**src/rtl/spi_multi_master_if.sv**
```systemverilog
// Shared serial bus of the multi-lane SPI sender: one SCK/SSEL pair framing NCH data lanes.
interface spi_multi_master_if #(
    parameter int NCH = 2
);
    logic           SCK;
    logic           SSEL;
    logic [NCH-1:0] DATA_OUT;

    modport master (output SCK, SSEL, DATA_OUT);
    modport slave  (input  SCK, SSEL, DATA_OUT);
endinterface

```
**src/rtl/spi_multi_master.sv**
```systemverilog
// Multi-lane SPI mode-0 word sender: NCH lanes shifted MSB first on a shared SCK/SSEL,
// with frame counting, sticky overrun detection and a frame-done strobe.
module spi_multi_master #(
    parameter int NCH   = 2,
    parameter int WIDTH = 32,
    parameter int DIV_W = 24,
    parameter int CNT_W = 16
) (
    input  logic                   clk,
    input  logic                   reset,
    input  logic                   en,
    input  logic [DIV_W-1:0]       clkdiv,
    input  logic                   start,
    input  logic [NCH*WIDTH-1:0]   data_in,
    spi_multi_master_if.master     spi,
    output logic                   busy,
    output logic                   done,
    output logic [CNT_W-1:0]       frame_cnt,
    output logic                   overrun
);

    localparam int EW = $clog2(2*WIDTH + 1);
    localparam logic [EW-1:0] LAST_EDGE = EW'(2*WIDTH);
    localparam logic [EW-1:0] LAST_FALL_FROM = EW'(2*WIDTH - 1);

    typedef enum logic [1:0] {
        IDLE,
        LEAD,
        SHIFT,
        TRAIL
    } state_e;

    typedef logic [NCH-1:0][WIDTH-1:0] lanes_t;

    state_e            state_q, state_d;
    logic              start_q, start_d;
    logic              sck_q, sck_d;
    logic              ssel_q, ssel_d;
    logic              busy_q, busy_d;
    logic              done_q, done_d;
    logic              overrun_q, overrun_d;
    logic [CNT_W-1:0]  frame_cnt_q, frame_cnt_d;
    logic [DIV_W-1:0]  half_q, half_d;
    logic [DIV_W-1:0]  div_cnt_q, div_cnt_d;
    logic [EW-1:0]     edge_cnt_q, edge_cnt_d;
    lanes_t            sh_q, sh_d;

    logic start_edge;
    logic half_done;

    assign start_edge = start && !start_q;
    assign half_done  = (div_cnt_q == half_q);

    // NOTE: every variable written here gets its default first, so no path leaves one
    // unassigned and no latch is inferred; this block uses blocking '=' only.
    always_comb begin
        state_d     = state_q;
        start_d     = start;
        sck_d       = sck_q;
        ssel_d      = ssel_q;
        busy_d      = busy_q;
        done_d      = 1'b0;
        overrun_d   = overrun_q;
        frame_cnt_d = frame_cnt_q;
        half_d      = half_q;
        div_cnt_d   = div_cnt_q;
        edge_cnt_d  = edge_cnt_q;
        sh_d        = sh_q;

        if (start_edge && state_q != IDLE) begin
            overrun_d = 1'b1;
        end

        if (state_q != IDLE) begin
            div_cnt_d = half_done ? '0 : div_cnt_q + DIV_W'(1);
        end

        case (state_q)
            IDLE: begin
                if (start_edge && en) begin
                    state_d   = LEAD;
                    ssel_d    = 1'b0;
                    busy_d    = 1'b1;
                    half_d    = clkdiv;
                    div_cnt_d = '0;
                    // Lane k already sits at data_in[k*WIDTH +: WIDTH], matching sh_d[k].
                    sh_d      = data_in;
                end
            end
            LEAD: begin
                if (half_done) begin
                    state_d    = SHIFT;
                    sck_d      = 1'b1;
                    edge_cnt_d = EW'(1);
                end
            end
            SHIFT: begin
                if (half_done) begin
                    if (edge_cnt_q == LAST_EDGE) begin
                        state_d = TRAIL;
                    end else begin
                        sck_d      = !sck_q;
                        edge_cnt_d = edge_cnt_q + EW'(1);
                        // Shift on every fall but the last so bit 0 stays up through TRAIL.
                        if (sck_q && edge_cnt_q != LAST_FALL_FROM) begin
                            for (int k = 0; k < NCH; k++) begin
                                sh_d[k] = {sh_q[k][WIDTH-2:0], 1'b0};
                            end
                        end
                    end
                end
            end
            TRAIL: begin
                if (half_done) begin
                    state_d     = IDLE;
                    ssel_d      = 1'b1;
                    busy_d      = 1'b0;
                    done_d      = 1'b1;
                    frame_cnt_d = frame_cnt_q + CNT_W'(1);
                    sh_d        = '0;
                end
            end
            default: state_d = IDLE;
        endcase
    end

    // NOTE: sequential state uses non-blocking '<=' so every flop samples pre-edge values.
    always_ff @(posedge clk) begin
        if (reset) begin
            state_q     <= IDLE;
            start_q     <= 1'b0;
            sck_q       <= 1'b0;
            ssel_q      <= 1'b1;
            busy_q      <= 1'b0;
            done_q      <= 1'b0;
            overrun_q   <= 1'b0;
            frame_cnt_q <= '0;
            half_q      <= '0;
            div_cnt_q   <= '0;
            edge_cnt_q  <= '0;
            // NOTE: the lane shift registers are reset too, because DATA_OUT is taken
            // straight from their MSBs and must read 0 right after reset.
            sh_q        <= '0;
        end else begin
            state_q     <= state_d;
            start_q     <= start_d;
            sck_q       <= sck_d;
            ssel_q      <= ssel_d;
            busy_q      <= busy_d;
            done_q      <= done_d;
            overrun_q   <= overrun_d;
            frame_cnt_q <= frame_cnt_d;
            half_q      <= half_d;
            div_cnt_q   <= div_cnt_d;
            edge_cnt_q  <= edge_cnt_d;
            sh_q        <= sh_d;
        end
    end

    always_comb begin
        spi.DATA_OUT = '0;
        for (int k = 0; k < NCH; k++) begin
            spi.DATA_OUT[k] = sh_q[k][WIDTH-1];
        end
    end

    assign spi.SCK   = sck_q;
    assign spi.SSEL  = ssel_q;
    assign busy      = busy_q;
    assign done      = done_q;
    assign frame_cnt = frame_cnt_q;
    assign overrun   = overrun_q;

endmodule

```
**src/flat_wrapper.sv**
```systemverilog
// flat-port wrapper written by rule: the top's interface ports become plain ports
module spi_multi_master_flat 
#(
    parameter int NCH   = 2,
    parameter int WIDTH = 32,
    parameter int DIV_W = 24,
    parameter int CNT_W = 16
)
  (clk, reset, en, clkdiv, start, data_in, busy, done, frame_cnt, overrun, spi_SCK, spi_SSEL, spi_DATA_OUT);
  spi_multi_master_if #(.NCH(NCH)) spi_i ();
  input  logic clk;
  input  logic reset;
  input  logic en;
  input  logic [DIV_W-1:0] clkdiv;
  input  logic start;
  input  logic [NCH*WIDTH-1:0] data_in;
  output logic busy;
  output logic done;
  output logic [CNT_W-1:0] frame_cnt;
  output logic overrun;
  output wire logic [$bits(spi_i.SCK)-1:0] spi_SCK;
  output wire logic [$bits(spi_i.SSEL)-1:0] spi_SSEL;
  output wire logic [$bits(spi_i.DATA_OUT)-1:0] spi_DATA_OUT;
  assign spi_SCK = spi_i.SCK;
  assign spi_SSEL = spi_i.SSEL;
  assign spi_DATA_OUT = spi_i.DATA_OUT;
  spi_multi_master #(.NCH(NCH), .WIDTH(WIDTH), .DIV_W(DIV_W), .CNT_W(CNT_W)) u_core (.clk(clk), .reset(reset), .en(en), .clkdiv(clkdiv), .start(start), .data_in(data_in), .spi(spi_i), .busy(busy), .done(done), .frame_cnt(frame_cnt), .overrun(overrun));
endmodule
```
**config.mk**
```make
export PLATFORM = sky130hd
export DESIGN_NAME = spi_multi_master_flat
export DESIGN_NICKNAME = d
export VERILOG_FILES = /design/src/rtl/spi_multi_master_if.sv /design/src/rtl/spi_multi_master.sv /design/src/flat_wrapper.sv
export SDC_FILE = /design/constraint.sdc
export NUM_CORES = 1
export LEC_CHECK = 0
export CAP_MARGIN = 20
export CORE_MARGIN = 2
export CORE_UTILIZATION = 53
export DETAILED_ROUTE_END_ITERATION = 16
export PLACE_DENSITY = 0.81
export SLEW_MARGIN = 25
export SYNTH_ARGS = -nofsm -noshare
export SYNTH_HDL_FRONTEND = slang
export SYNTH_SLANG_ARGS = --single-unit
```
**constraint.sdc**
```tcl
create_clock -name clk -period 3.23 [get_ports clk]
set_input_delay 0.969 -clock clk [delete_from_list [all_inputs] [get_ports clk]]
set_output_delay 0.969 -clock clk [all_outputs]
set_load 0.005 [all_outputs]
```
==> impl_metrics.yaml <==
route:
  drt-total-wl_um: 17100
  via_count: 6344
  drc_errors: 0
  wire_per_inst_um: 16.5
  ant_nets: 0
  dr.first_iter.drc_count: 637
  vias_per_cell: 6.09
  drt_pass1_iterations: 5
timing:
  layout_min_cycle_time_ps: 2800
  worstMarginPinSlew_ps: 816
  finalSetupTns_ps: 0
  fin_ws_ps: 426
  setup_viol: 0
  grt_setup_unrepaired: "no"
  maxClockFrequency_mhz: 357
  hold_viol: 0
  fin_worst_skew_ps: 7.41
  slew_headroom_pct: 45.4
  slew_viol_final: 0
  fin_crit_sh_pct: 86.8
floorplanning:
  ios: 115
  rows: 40
  start_util_pct: 54.9
  core-area_mm2: 0.0121
  fp.dieArea_mm2: 0.0135
  die_h_um: 116
  die_w_um: 116
logic_synthesis:
  ys_ff_latch: 143
  ys_warn_count: 0
  synth_edf_count: 0
  async_reset_ff_share_pct: 0
  synth_top_area_share_pct: 43.0
  synthTopCellsByArea: "dfxtp_1, a211oi_1, a22oi_1"
  yosysTopAreaCell: "dfxtp_1"
  yosys-top-cells-count: "dfxtp_1, nand2_1, nor3_1, a211oi_1, a22oi_1"
  synthMostInstantiatedCell: "dfxtp_1"
  ys_seq_area_share_pct: 43.0
  synth_top_family_by_area: "compound AO/OA/AOI/OAI gates"
  synthesis.nets: 886
  avgSynthCellArea_um2: 8.46
  synth_cells: 786
  synth_compound_area_share_pct: 22.6
  synth_area_mm2: 0.00665
  synthMuxAreaShare_pct: 0.639
  synth_ff_type: "dfxtp_1"
  synth_xor_area_share_pct: 6.19
  yosys.area_share.adder_pct: 1.50
  synth.distinct_cells: 50
  synth-simple-area-share_pct: 20.7
status:
  status: "finished, final reports clean"
global_route:
  grt_pass1_wl_um: 28000
  grt_max_degree: 67
  grt_pass1_vias: 5952
  overflow: 0
  grt_use_total_pct: 26.0
  grt_antenna_before_repair: 0
clock_tree:
  clock-sinks: 143
  htreeDepth: 4
  postCtsSetupBuffers: 0
  cts.repair.resized: 0
  clockRootBuffer: "clkbuf_16"
  clkTransAtPathRegs_ps: 50
  ctsLongestPathBuffers: 2
  cts_tree: "yes"
  clock_latency_ps: 420
  cts_hold_buffers: 0
  cts_buffers: 17
critical_path:
  required_ps: 3550
  startpoint_type: "input port"
  crit_type: "in2reg"
  path_max_fanout: 64
  worstSetupEndpointType: "flop"
  r2r_slack_ps: 440
  cp_data_arrival_time_ps: 3130
place:
  place_inst: 1016
  place_congestion: 0.878
  io_buffers: 114
  post-place-ws_ps: 34.5
  dpl.hpwl_um: 11300
final_layout:
  fin_cells: 1042
  drive_gt1_share_pct: 6.18
  fin_nets: 967
  antennaDiodeCount: 0
  fillers: 950
  area_growth_pct: 26.4
pwr:
  irDropWorstVdd_mv: 0.663
  p_leak_uw: 0.00307
  power_density_mw_per_mm2: 794
  total_power_uw: 6680
job:
  maxCapViolations: 0
worst_hold_path:
  min_path_type: "reg2reg"
-- registers in the layout, summed over array words and instances (netlist names), 2 cells and up --
signal	flops
u_core.sh_q	62
u_core.div_cnt_q	24
u_core.half_q	24
u_core.spi.DATA_OUT	2
u_core.frame_cnt	16
u_core.edge_cnt_q	7
u_core.state_q	2
-- placed cells by master, fill, tap and decap left out, drive strengths merged, types with 17 or more instances in the layout --
cell,Yosys,final
nor2,27,27
clkbuf,46,24
xor2,30,30
a211oi,64,64
nor3,70,70
nand2,90,90
buf,25,20
dfxtp,143,143
xnor2,17,17
a22oi,63,63
a21oi,44,44
o21ai,21,21
clkdlybuf4s50,0,113
nand3,21,21
-- final timing paths --
| kind | start | to | cells past startpoint |
|---|---|---|---|
| min reg2reg | u_core.half_q[23]$_SDFFE_PP0P_ | u_core.half_q[23]$_SDFFE_PP0P_ | 2 |
| max | start | u_core.sh_q[10]$_SDFFE_PP0P_ | 8 |
| max reg2reg | u_core.div_cnt_q[8]$_SDFF_PP0_ | u_core.div_cnt_q[15]$_SDFF_PP0_ | 8 |
| min | u_core.half_q[23]$_SDFFE_PP0P_ | u_core.half_q[23]$_SDFFE_PP0P_ | 2 |
-- power breakdown --
group / internal, µW / switching (µW) / total, µW
registers: 2120 / 215 / 2340
clock network: 1030 / 671 / 1700
logic: 1000 / 1640 / 2640
-- logic make-up (layout without fill, tap and decap cells) --
family / Yosys count / in the layout
adders and majority gates: 8 / 8
and+or+nand+nor: 278 / 278
DFF: 143 / 143
buffers and inverters: 87 / 175
xor gates and xnor gates: 47 / 47
muxes: 4 / 4
AOI/OAI and AO/OA: 219 / 219
-- routing by layer --
metal | GRT usage [%] | vias to the layer above | part of all wire (%) | wire (µm)
met3 | 7.17 | 38 | 7.0 | 1200
met4 | 9.05 | 0 | 1.9 | 327
met5 | 0 | - | 0 | 0
met2 | 41.7 | 258 | 48 | 8250
met1 | 33.9 | 2980 | 43 | 7370
li1 | - | 3068 | - | -
-- stage by stage --
step | hold WS (ps) | util, % | cell area (µm²)
finish | 468 | 69.4 | 8410
global route | 492 | 69.4 | 8410
CTS | 468 | 69.4 | 8410
detailed placement | 462 | 65.3 | 7910
global placement | 447 | 65.2 | 7900
floorplan | 433 | - | 6650
-- worst max-delay path, cell delays in order --
cell and delay, ps:
clkdlybuf4s50_1 490, and3b_1 240, nor2_1 80, o41a_1 500, nor3_4 180, buf_12 280
nor3_1 90, a211oi_1 240
-- area by class of cell --
class	count	area [µm²]	share of cell area (%)
clock inverter	2	10.0	0.119
timing repair buffer	133	1310	15.5
inverter	16	60.1	0.714
sequential	143	2860	34.0
clock buffer	24	492	5.85
tap	168	210	2.50
multi-input combinational	556	3470	41.2
Power figures use the tool's default switching activity.
